===== src/rtl/seq_det_pkg.sv =====
// Shared constants, mode encoding and sizing helper for the serial pattern detector.
package seq_det_pkg;

    // Reset configuration: reproduces the legacy 1011 detector.
    localparam int unsigned RST_MAX_LEN = 8;
    localparam logic [7:0]  RST_PATTERN = 8'h0B;
    localparam int unsigned RST_LEN     = 4;
    localparam int unsigned RST_CNT_W   = 16;

    typedef enum logic {
        MODE_NONOVL = 1'b0,
        MODE_OVL    = 1'b1
    } mode_e;

    // Width needed to hold a length value in 0..max_len.
    function automatic int unsigned len_w(input int unsigned max_len);
        return $clog2(max_len + 1);
    endfunction

endpackage


===== src/rtl/seq_detector_param_sat_counter.sv =====
// Saturating up-counter with synchronous clear (clear wins over increment).
module sat_counter #(
    parameter int unsigned W = 16
) (
    input  logic         clk,
    input  logic         reset,
    input  logic         clr,
    input  logic         inc,
    output logic [W-1:0] count
);

    // Count register: clear, else increment unless already at all-ones.
    always_ff @(posedge clk or posedge reset) begin
        if (reset) begin
            count <= '0;
        end else if (clr) begin
            count <= '0;
        end else if (inc && (count != {W{1'b1}})) begin
            count <= count + W'(1);
        end
    end

endmodule


===== src/rtl/seq_detector_param.sv =====
// Runtime-programmable serial bit-pattern detector with overlap select and match counter.
module seq_detector_param
    import seq_det_pkg::*;
#(
    parameter int unsigned          MAX_LEN     = RST_MAX_LEN,
    parameter logic [MAX_LEN-1:0]   DEF_PATTERN = MAX_LEN'(RST_PATTERN),
    parameter int unsigned          DEF_LEN     = RST_LEN,
    parameter int unsigned          CNT_W       = RST_CNT_W
) (
    input  logic                          clk,
    input  logic                          reset,
    input  logic                          seq_in,
    input  logic                          in_valid,
    input  logic                          mode_ovl,
    input  logic                          cfg_load,
    input  logic [MAX_LEN-1:0]            cfg_pattern,
    input  logic [len_w(MAX_LEN)-1:0]     cfg_len,
    input  logic                          cnt_clr,
    output logic                          detect_out,
    output logic [CNT_W-1:0]              match_count,
    output logic                          cfg_err
);

    localparam int unsigned LEN_W = len_w(MAX_LEN);

    // Ones in the low l bit positions.
    function automatic logic [MAX_LEN-1:0] len_mask(input logic [LEN_W-1:0] l);
        logic [MAX_LEN-1:0] m;
        m = '0;
        for (int i = 0; i < MAX_LEN; i++) begin
            m[i] = (LEN_W'(i) < l);
        end
        return m;
    endfunction

    logic [MAX_LEN-1:0] pattern_q, pattern_d;
    logic [LEN_W-1:0]   len_q,     len_d;
    logic [MAX_LEN-1:0] shreg_q,   shreg_d;
    logic [LEN_W-1:0]   fill_q,    fill_d;
    logic               cfg_err_d;

    logic [MAX_LEN-1:0] mask_c;
    logic [MAX_LEN-1:0] cfg_mask_c;
    logic [MAX_LEN:0]   window_c;
    logic [LEN_W:0]     fill_p1_c;
    logic               fill_ok_c;
    logic               cfg_ok_c;
    logic               match_c;

    // Match decode and next-state for config, history and fill level.
    always_comb begin
        pattern_d = pattern_q;
        len_d     = len_q;
        shreg_d   = shreg_q;
        fill_d    = fill_q;
        cfg_err_d = 1'b0;

        mask_c     = len_mask(len_q);
        cfg_mask_c = len_mask(cfg_len);
        window_c   = {shreg_q, seq_in};
        fill_p1_c  = {1'b0, fill_q} + (LEN_W+1)'(1);
        fill_ok_c  = (fill_p1_c >= {1'b0, len_q});
        cfg_ok_c   = (cfg_len != '0) && (cfg_len <= LEN_W'(MAX_LEN));
        match_c    = in_valid && !cfg_load && fill_ok_c &&
                     ((window_c & {1'b0, mask_c}) == {1'b0, pattern_q & mask_c});

        if (cfg_load) begin
            // A load always consumes the cycle; the incoming bit is discarded.
            if (cfg_ok_c) begin
                pattern_d = cfg_pattern & cfg_mask_c;
                len_d     = cfg_len;
                shreg_d   = '0;
                fill_d    = '0;
            end else begin
                cfg_err_d = 1'b1;
            end
        end else if (in_valid) begin
            shreg_d = window_c[MAX_LEN-1:0];
            if (match_c && (mode_e'(mode_ovl) == MODE_NONOVL)) begin
                fill_d = '0;
            end else if (fill_q != LEN_W'(MAX_LEN)) begin
                fill_d = fill_q + LEN_W'(1);
            end
        end
    end

    // State and output registers.
    always_ff @(posedge clk or posedge reset) begin
        if (reset) begin
            pattern_q  <= DEF_PATTERN;
            len_q      <= LEN_W'(DEF_LEN);
            shreg_q    <= '0;
            fill_q     <= '0;
            detect_out <= 1'b0;
            cfg_err    <= 1'b0;
        end else begin
            pattern_q  <= pattern_d;
            len_q      <= len_d;
            shreg_q    <= shreg_d;
            fill_q     <= fill_d;
            detect_out <= match_c;
            cfg_err    <= cfg_err_d;
        end
    end

    sat_counter #(
        .W (CNT_W)
    ) u_match_cnt (
        .clk   (clk),
        .reset (reset),
        .clr   (cnt_clr),
        .inc   (match_c),
        .count (match_count)
    );

endmodule


===== config.mk =====
export PLATFORM = sky130hd
export DESIGN_NAME = seq_detector_param
export DESIGN_NICKNAME = d
export VERILOG_FILES = /design/src/rtl/seq_det_pkg.sv /design/src/rtl/seq_detector_param_sat_counter.sv /design/src/rtl/seq_detector_param.sv
export SDC_FILE = /design/constraint.sdc
export NUM_CORES = 1
export LEC_CHECK = 0
export ABC_AREA = 1
export BUFFER_PORTS_ARGS = -buffer_cell sky130_fd_sc_hd__buf_2
export CAP_MARGIN = 25
export CORE_ASPECT_RATIO = 1.1
export CORE_MARGIN = 4
export CORE_UTILIZATION = 25
export CTS_CLUSTER_SIZE = 40
export DETAILED_ROUTE_END_ITERATION = 7
export GPL_ROUTABILITY_DRIVEN = 0
export GPL_TIMING_DRIVEN = 0
export PLACE_DENSITY = 0.39
export SKIP_LAST_GASP = 1
export SYNTH_ARGS = -nofsm -noshare
export SYNTH_HDL_FRONTEND = slang
export SYNTH_HIERARCHICAL = 1
export SYNTH_SLANG_ARGS = --single-unit

===== constraint.sdc =====
create_clock -name clk -period 2.6 [get_ports clk]
set_input_delay 0.26 -clock clk [delete_from_list [all_inputs] [get_ports clk]]
set_output_delay 0.26 -clock clk [all_outputs]
set_load 0.01 [all_outputs]

==> results of run 1 <==
==> metrics by stage <==
| step | std cells | util [%] |
|---|---|---|
| 2_1_floorplan | 351 | - |
| 3_3_place_gp | 507 | 29.1 |
| 3_5_place_dp | 508 | 29.4 |
| 4_1_cts | 516 | 30.6 |
| 5_1_grt | 519 | 30.9 |
| 6_report | 519 | 30.9 |
==> worst max-delay path: cells and delay by family, from the launching register on <==
family	cells	cell delay (ns)
XOR/XNOR	1	0.16
adder cells (fa/ha/maj)	2	0.51
buffers and inverters	2	0.12
flip-flops	1	0.44
AND/OR/NAND/NOR	13	1.05
==> state kept, by name, indices dropped and copies added (netlist names) <==
register	flops
shreg_q	7
len_q	4
u_match_cnt/count	16
cfg_err	1
fill_q	4
detect_out	1
pattern_q	8
==> routing by layer <==
layer / track usage, % / up-vias
met3: 2.59 / 9
li1: - / 1208
met1: 15.1 / 1065
met5: 0 / -
met4: 4.08 / 0
met2: 21.7 / 46
==> timing repair <==
| action | CTS | global route |
|---|---|---|
| gates cloned | 0 | 0 |
| gates resized for setup | 1 | 5 |
| setup buffers | 0 | 3 |
| setup endpoints to repair | 10 | 15 |
| pin swaps | 0 | 2 |
==> worst min path at each step <==
stage               start                          endpoint  slack (ns)  cells after the start
detailed placement  reset          pattern_q[5]$_DFFE_PP0P_        0.36                      2
global route        reset            shreg_q[4]$_DFFE_PP0P_        0.06                      2
global placement    reset  u_match_cnt/count[5]$_DFFE_PP0P_        0.42                      2
finish              reset            shreg_q[4]$_DFFE_PP0P_        0.02                      2
floorplan           reset  u_match_cnt/count[0]$_DFFE_PP0P_        0.17                      1
CTS                 reset            shreg_q[4]$_DFFE_PP0P_        0.03                      2
==> cell families after synthesis <==
group / share of synthesized area, %
xor gates and xnor gates: 2.39
AOI/OAI and AO/OA: 6.98
buffers and inverters: 9.22
DFF: 40.2
and+or+nand+nor: 37.8
adders and majority gates: 3.42
==> area by class of cell <==
type | count | area, sq um
fillers | 1087 | 6860
multi-input cells | 254 | 1310
flip-flops and latches | 41 | 1030
repair buffers | 40 | 230
inverters | 51 | 194
well taps | 120 | 150
clock buffers | 7 | 86.3
plain buffers | 5 | 45.0
clock inverters | 1 | 30.0
==> power groups by stage <==
stage | sequential, uW | combinational, uW | clock (uW)
2_1_floorplan | 729 | 218 | 0
3_3_place_gp | 738 | 306 | 0
3_5_place_dp | 738 | 313 | 0
4_1_cts | 726 | 314 | 577
5_1_grt | 735 | 366 | 603
6_report | 727 | 313 | 546
==> layout by cell type (no fill, tap or decap), types with 3 or more instances in the layout <==
cell	n
sky130_fd_sc_hd__nand2_1	131
sky130_fd_sc_hd__nor2_2	6
sky130_fd_sc_hd__inv_1	45
sky130_fd_sc_hd__o22ai_1	7
sky130_fd_sc_hd__dfrtp_1	36
sky130_fd_sc_hd__inv_2	4
sky130_fd_sc_hd__clkbuf_8	6
sky130_fd_sc_hd__a21oi_1	4
sky130_fd_sc_hd__xnor2_1	4
sky130_fd_sc_hd__nor2_1	23
sky130_fd_sc_hd__nand3_1	19
sky130_fd_sc_hd__buf_4	4
sky130_fd_sc_hd__buf_6	3
sky130_fd_sc_hd__buf_2	36
sky130_fd_sc_hd__nand2_2	4
sky130_fd_sc_hd__o21ai_1	3
sky130_fd_sc_hd__o211ai_1	3
sky130_fd_sc_hd__xor2_1	3
sky130_fd_sc_hd__ha_1	6
sky130_fd_sc_hd__o21ai_0	9
sky130_fd_sc_hd__nor2_4	5
sky130_fd_sc_hd__dfstp_2	4
sky130_fd_sc_hd__nand4_1	15
==> flow_summary.ini, run 1 <==
[clocking]
clock_pin_slew_on_the_worst_setup_and_hold_paths_ns = 0.09
clk_root_buffer_cell = sky130_fd_sc_hd__clkbuf_8
number_of_buffers_inserted_during_clock_tree_synthesis = 5
clock_sinks = 41
cts_max_level = 2
tritoncts = done
holdBufCountCts = 0
worst_skew_pair.late_latency_ns = 0.29
number_of_buffers_between_clock_root_and_the_deepest_sink = 2

[routing]
route.detailed.drc = 0
drtIter0Drc = 64
met1_length_mm = 3.19
met2_wirelength_mm = 3.49
mean_number_of_vias_per_cell = 4.49
finalWirelength_mm = 7.02
num_vias = 2328
drt-wirelength-per-cell_microns = 13.5
drt_first_pass_iters = 6
highest-signal-layer = met4
met3_routed_length_microns = 250
ant_nets = 0

[timing]
report.final.hold_viol_count = 0
finalHoldWorstSlack_ns = 0.0177
timing.slew.headroom_pct = 55.5
layout_min_cycle_time_ns = 2.37
setup_ws_ns = 0.230
layout_worst_path_cycle_share_pct = 91.2
worst_clock_skew_ns = 0.00716
worst_pin_slew_ns = 0.666
fin_tns_setup_ns = 0
clock.fmax_ghz = 0.422
final_slew_violations = 0
setup_violations = 0

[die]
row_cnt = 38
i_o_pin_count = 37
floorplan.die_area_sq_um = 11900
floorplan.initialDensity_pct = 25.8
die_w_microns = 105
die_height_microns = 114
core_area_sq_um = 9940

[global_routing]
grt_use_total_pct = 12.3
largest_net_degree_at_the_start_of_global_routing = 17
grt_pass1_wl_mm = 11.7
globalRoute.totalOverflow = 0
grt_antenna_before_repair = 0
first_global_vias = 2348

[placed_design]
place.detailed.hpwl_mm = 5.42
buffer_ports.inserted = 36
dpl-instance-area_sq_um = 2920
place_worst_setup_slack_ns = -0.0295

[critical_path]
crit_top_cell = sky130_fd_sc_hd__nand2_1
worstPathArrival_ns = 2.56
critical-path-max-stage-delay_ns = 0.44
critical_path_required_ns = 2.79
critical_path_peak_fanout = 5
rr_worst_depth = 18
reg2reg_slack_ns = 0.23
capture_instance_of_the_worst_register_to_register_path = u_match_cnt/count[14]$_DFFE_PP0P_
crit_end = u_match_cnt/count[14]$_DFFE_PP0P_
type_of_the_worst_setup_path = reg2reg
timing.critical_path.cells = ha_2 > xor2_1 > ha_1 > nand2_1 > inv_1 > nand2_1 > nand2_1 > nand2_1 > nand2_1 > nand2_1 > nor2_4 > inv_2 > nor2_1 > nand3_1 > nor2_2 > nand3_1 > nand2_1 > nor2_1
critPathLaunch = fill_q[0]$_DFFE_PP0P_
cp_slowest_cell = sky130_fd_sc_hd__dfrtp_2
reg2reg_from = fill_q[0]$_DFFE_PP0P_
timing.critical_path.to_type = flop
timing.critical_path.from_type = flop

[pwr]
share_comb_of_total_power_pct = 19.7
power.ir.vdd_worst_mv = 0.192
proportion_of_power_drawn_by_the_clock_network_pct = 34.4
switching_share_pct = 29.4
power_switching_uw = 466
power.density_cell_area_nw_per_um2 = 516
p_leak_uw = 0.00161
report.power.total_uw = 1590
power_report.internal_total_uw = 1120
seqPwrFrac_pct = 45.8

[status]
status = finished clean

[synthesis]
synth.ff_latch_count = 41
syn-instance-count = 351
yosysWarningCount = 6
synth_enable_flop_cells = 0
yosysSeqAreaShare_pct = 40.2
synth_ff_type = sky130_fd_sc_hd__dfrtp_1
synthTopCellsByCount = sky130_fd_sc_hd__nand2_1, sky130_fd_sc_hd__inv_1, sky130_fd_sc_hd__dfrtp_1, sky130_fd_sc_hd__nor2_1, sky130_fd_sc_hd__nand3_1
yosys.cell_types.count = 33
syn_nets = 377
leading_post_synthesis_cells_by_cell_area = sky130_fd_sc_hd__dfrtp_1, sky130_fd_sc_hd__nand2_1, sky130_fd_sc_hd__inv_1
area_of_the_mapped_netlist_sq_um = 2560
async_reset_ff_share_pct = 100
post-synth-top-count-cell = sky130_fd_sc_hd__nand2_1
syn-mean-instance-area_sq_um = 7.30
synth_area_leader_cell = sky130_fd_sc_hd__dfrtp_1
yosysTopAreaCellShare_pct = 36.1

[cells_and_area]
final_cell_area_sq_um = 3070
antenna_cells = 0
fin_nets = 424
post_route_cells_drive_above_1_share_pct = 21.1
area.growth.synth_to_final_pct = 19.9

[run]
max_cap_violations = 0

[worst_hold_path]
min_path_type = in2async
No activity file was read; power rests on OpenSTA's default activity.
==> run 2: changes to the inputs <==
Settings changed: CORE_UTILIZATION 25 to 36, GPL_TIMING_DRIVEN 0 to unset, HOLD_SLACK_MARGIN set to 0.05, PLACE_DENSITY 0.39 to 0.52.
==> flow_summary.ini, run 2 (synthesis results as in run 1) <==
[status]
status = finished clean

[cells_and_area]
fin_nets = 421
multiInputGateArea_sq_um = 1300
largest_register_ff_count = 16
area.growth.synth_to_final_pct = 17.5
layout.filler_cells = 735
sequential_cell_area_sq_um = 1030
layout.cells.most_common = sky130_fd_sc_hd__nand2_1
post_route_cells_drive_above_1_share_pct = 20.2
post-route-util_pct = 43.2
largest_registers = u_match_cnt/count x16, pattern_q x8, shreg_q x7
antenna_cells = 0
mostFrequentLayoutCells = sky130_fd_sc_hd__nand2_1, sky130_fd_sc_hd__inv_1, sky130_fd_sc_hd__dfrtp_1, sky130_fd_sc_hd__buf_2, sky130_fd_sc_hd__nor2_1
post_layout_nonfiller_instances = 481
top_register = u_match_cnt/count

[routing]
num_vias = 2348
finalWirelength_mm = 6.31
drt-wirelength-per-cell_microns = 13.1
drtIter0Drc = 79
ant_nets = 0
mean_number_of_vias_per_cell = 4.88
drt_first_pass_iters = 4
route.detailed.drc = 0

[pwr]
power_switching_uw = 466
share_comb_of_total_power_pct = 19.4
proportion_of_power_drawn_by_the_clock_network_pct = 33.8
report.power.total_uw = 1550
p_leak_uw = 0.00160
switching_share_pct = 30.0
seqPwrFrac_pct = 46.8
power.density_cell_area_nw_per_um2 = 516
power.ir.vdd_worst_mv = 0.212
power_report.internal_total_uw = 1090

[timing]
fin_tns_setup_ns = 0
setup_violations = 0
layout_min_cycle_time_ns = 2.35
worst_pin_slew_ns = 0.652
layout_worst_path_cycle_share_pct = 90.3
report.final.hold_viol_count = 0
clock.fmax_ghz = 0.426
rsz_0062_raised_after_global_routing = false
worst_clock_skew_ns = 0.0115
final_slew_violations = 0
timing.slew.headroom_pct = 56.5
setup_ws_ns = 0.252

[worst_hold_path]
holdPathStages = 3
min_to = pattern_q[0]$_DFFE_PP1P_
min_path_type = in2reg
worst_hold_startpoint = cfg_pattern[0]

[die]
die_height_microns = 96.5
floorplan.initialDensity_pct = 36.8
row_cnt = 32
i_o_pin_count = 37
core_area_sq_um = 6970
floorplan.die_area_sq_um = 8540
die_w_microns = 88.5

[clocking]
worst_skew_pair.late_latency_ns = 0.30
clk_root_buffer_cell = sky130_fd_sc_hd__clkbuf_8
tritoncts = done
number_of_buffers_inserted_during_clock_tree_synthesis = 5
clock_sinks = 41
clock_pin_slew_on_the_worst_setup_and_hold_paths_ns = 0.09
cts_max_level = 2
number_of_buffers_between_clock_root_and_the_deepest_sink = 2

[critical_path]
capture_instance_of_the_worst_register_to_register_path = u_match_cnt/count[10]$_DFFE_PP0P_
reg2reg_slack_ns = 0.25
critical_path_peak_fanout = 14
rr_worst_depth = 17
critical_path_required_ns = 2.78
worstPathArrival_ns = 2.53
timing.critical_path.from_type = flop
timing.critical_path.to_type = flop
reg2reg_from = fill_q[0]$_DFFE_PP0P_
type_of_the_worst_setup_path = reg2reg

[global_routing]
grt_pass1_wl_mm = 10.9
globalRoute.totalOverflow = 0
grt_use_total_pct = 16.4
first_global_vias = 2309
grt_antenna_before_repair = 0
largest_net_degree_at_the_start_of_global_routing = 25

[placed_design]
place.detailed.hpwl_mm = 4.78
place_worst_setup_slack_ns = 0.124
buffer_ports.inserted = 36
place.detailed.instances = 470

[run]
max_cap_violations = 0
run 2: final cells by class:
type	count	share of cell area [%]
inverters	51	6.44
well taps	85	3.53
clock inverters	3	1.54
flip-flops and latches	41	34.3
repair buffers	42	8.64
clock buffers	5	2.29
multi-input cells	254	43.3
run 2: worst max path at each step:
stage,cells past startpoint,from,endpoint,slack (ns)
floorplan,16,fill_q[0]$_DFFE_PP0P_,u_match_cnt/count[12]$_DFFE_PP0P_,0.36
global placement,16,fill_q[0]$_DFFE_PP0P_,u_match_cnt/count[3]$_DFFE_PP0P_,0.19
detailed placement,16,fill_q[0]$_DFFE_PP0P_,u_match_cnt/count[1]$_DFFE_PP0P_,0.12
CTS,16,fill_q[0]$_DFFE_PP0P_,u_match_cnt/count[3]$_DFFE_PP0P_,0.1
global route,18,fill_q[0]$_DFFE_PP0P_,u_match_cnt/count[14]$_DFFE_PP0P_,0.004
finish,17,fill_q[0]$_DFFE_PP0P_,u_match_cnt/count[10]$_DFFE_PP0P_,0.25
run 2: routing by layer:
metal | vias up | GRT usage (%) | wire [microns]
li1 | 1199 | - | -
met1 | 1074 | 20.7 | 2830
met2 | 63 | 28.1 | 3040
met3 | 12 | 2.88 | 285
met4 | 0 | 6.17 | 163
met5 | - | 0 | 0
run 2: what timing repair did:
action                                  4_1_cts  5_1_grt
hold endpoints to repair                      0        2
endpoints found under the setup margin        0       15
gates resized for setup                       0        3
hold buffers                                  0        1
setup buffers                                 0        1
run 2: power by group through the flow:
stage | clock [uW] | combinational, uW | sequential (uW)
after floorplan | 0 | 218 | 729
after global placement | 0 | 288 | 737
after detailed placement | 0 | 294 | 737
after CTS | 544 | 296 | 726
after global routing | 565 | 357 | 735
final | 525 | 302 | 727
run 2: critical path: stages, from the launching register on:
cell and delay, ns:
sky130_fd_sc_hd__dfrtp_2 0.44, sky130_fd_sc_hd__ha_1 0.23, sky130_fd_sc_hd__xor2_1 0.16, sky130_fd_sc_hd__ha_1 0.30, sky130_fd_sc_hd__nand2_1 0.05, sky130_fd_sc_hd__inv_1 0.04, sky130_fd_sc_hd__nand2_1 0.04, sky130_fd_sc_hd__nand2_1 0.05
sky130_fd_sc_hd__nand2_1 0.05, sky130_fd_sc_hd__nand2_1 0.05, sky130_fd_sc_hd__nand2_1 0.08, sky130_fd_sc_hd__nor2_4 0.11, sky130_fd_sc_hd__inv_1 0.09, sky130_fd_sc_hd__nor2_4 0.22, sky130_fd_sc_hd__nor2_4 0.07, sky130_fd_sc_hd__buf_12 0.15
sky130_fd_sc_hd__nand2_1 0.05, sky130_fd_sc_hd__nand2_1 0.05
run 2: through the flow:
step / area (sq um) / hold WS, ns
2_1_floorplan: 2560 / 0.174
3_3_place_gp: 2830 / 0.413
3_5_place_dp: 2830 / 0.412
4_1_cts: 2950 / 0.0864
5_1_grt: 3010 / 0.171
6_report: 3010 / 0.168
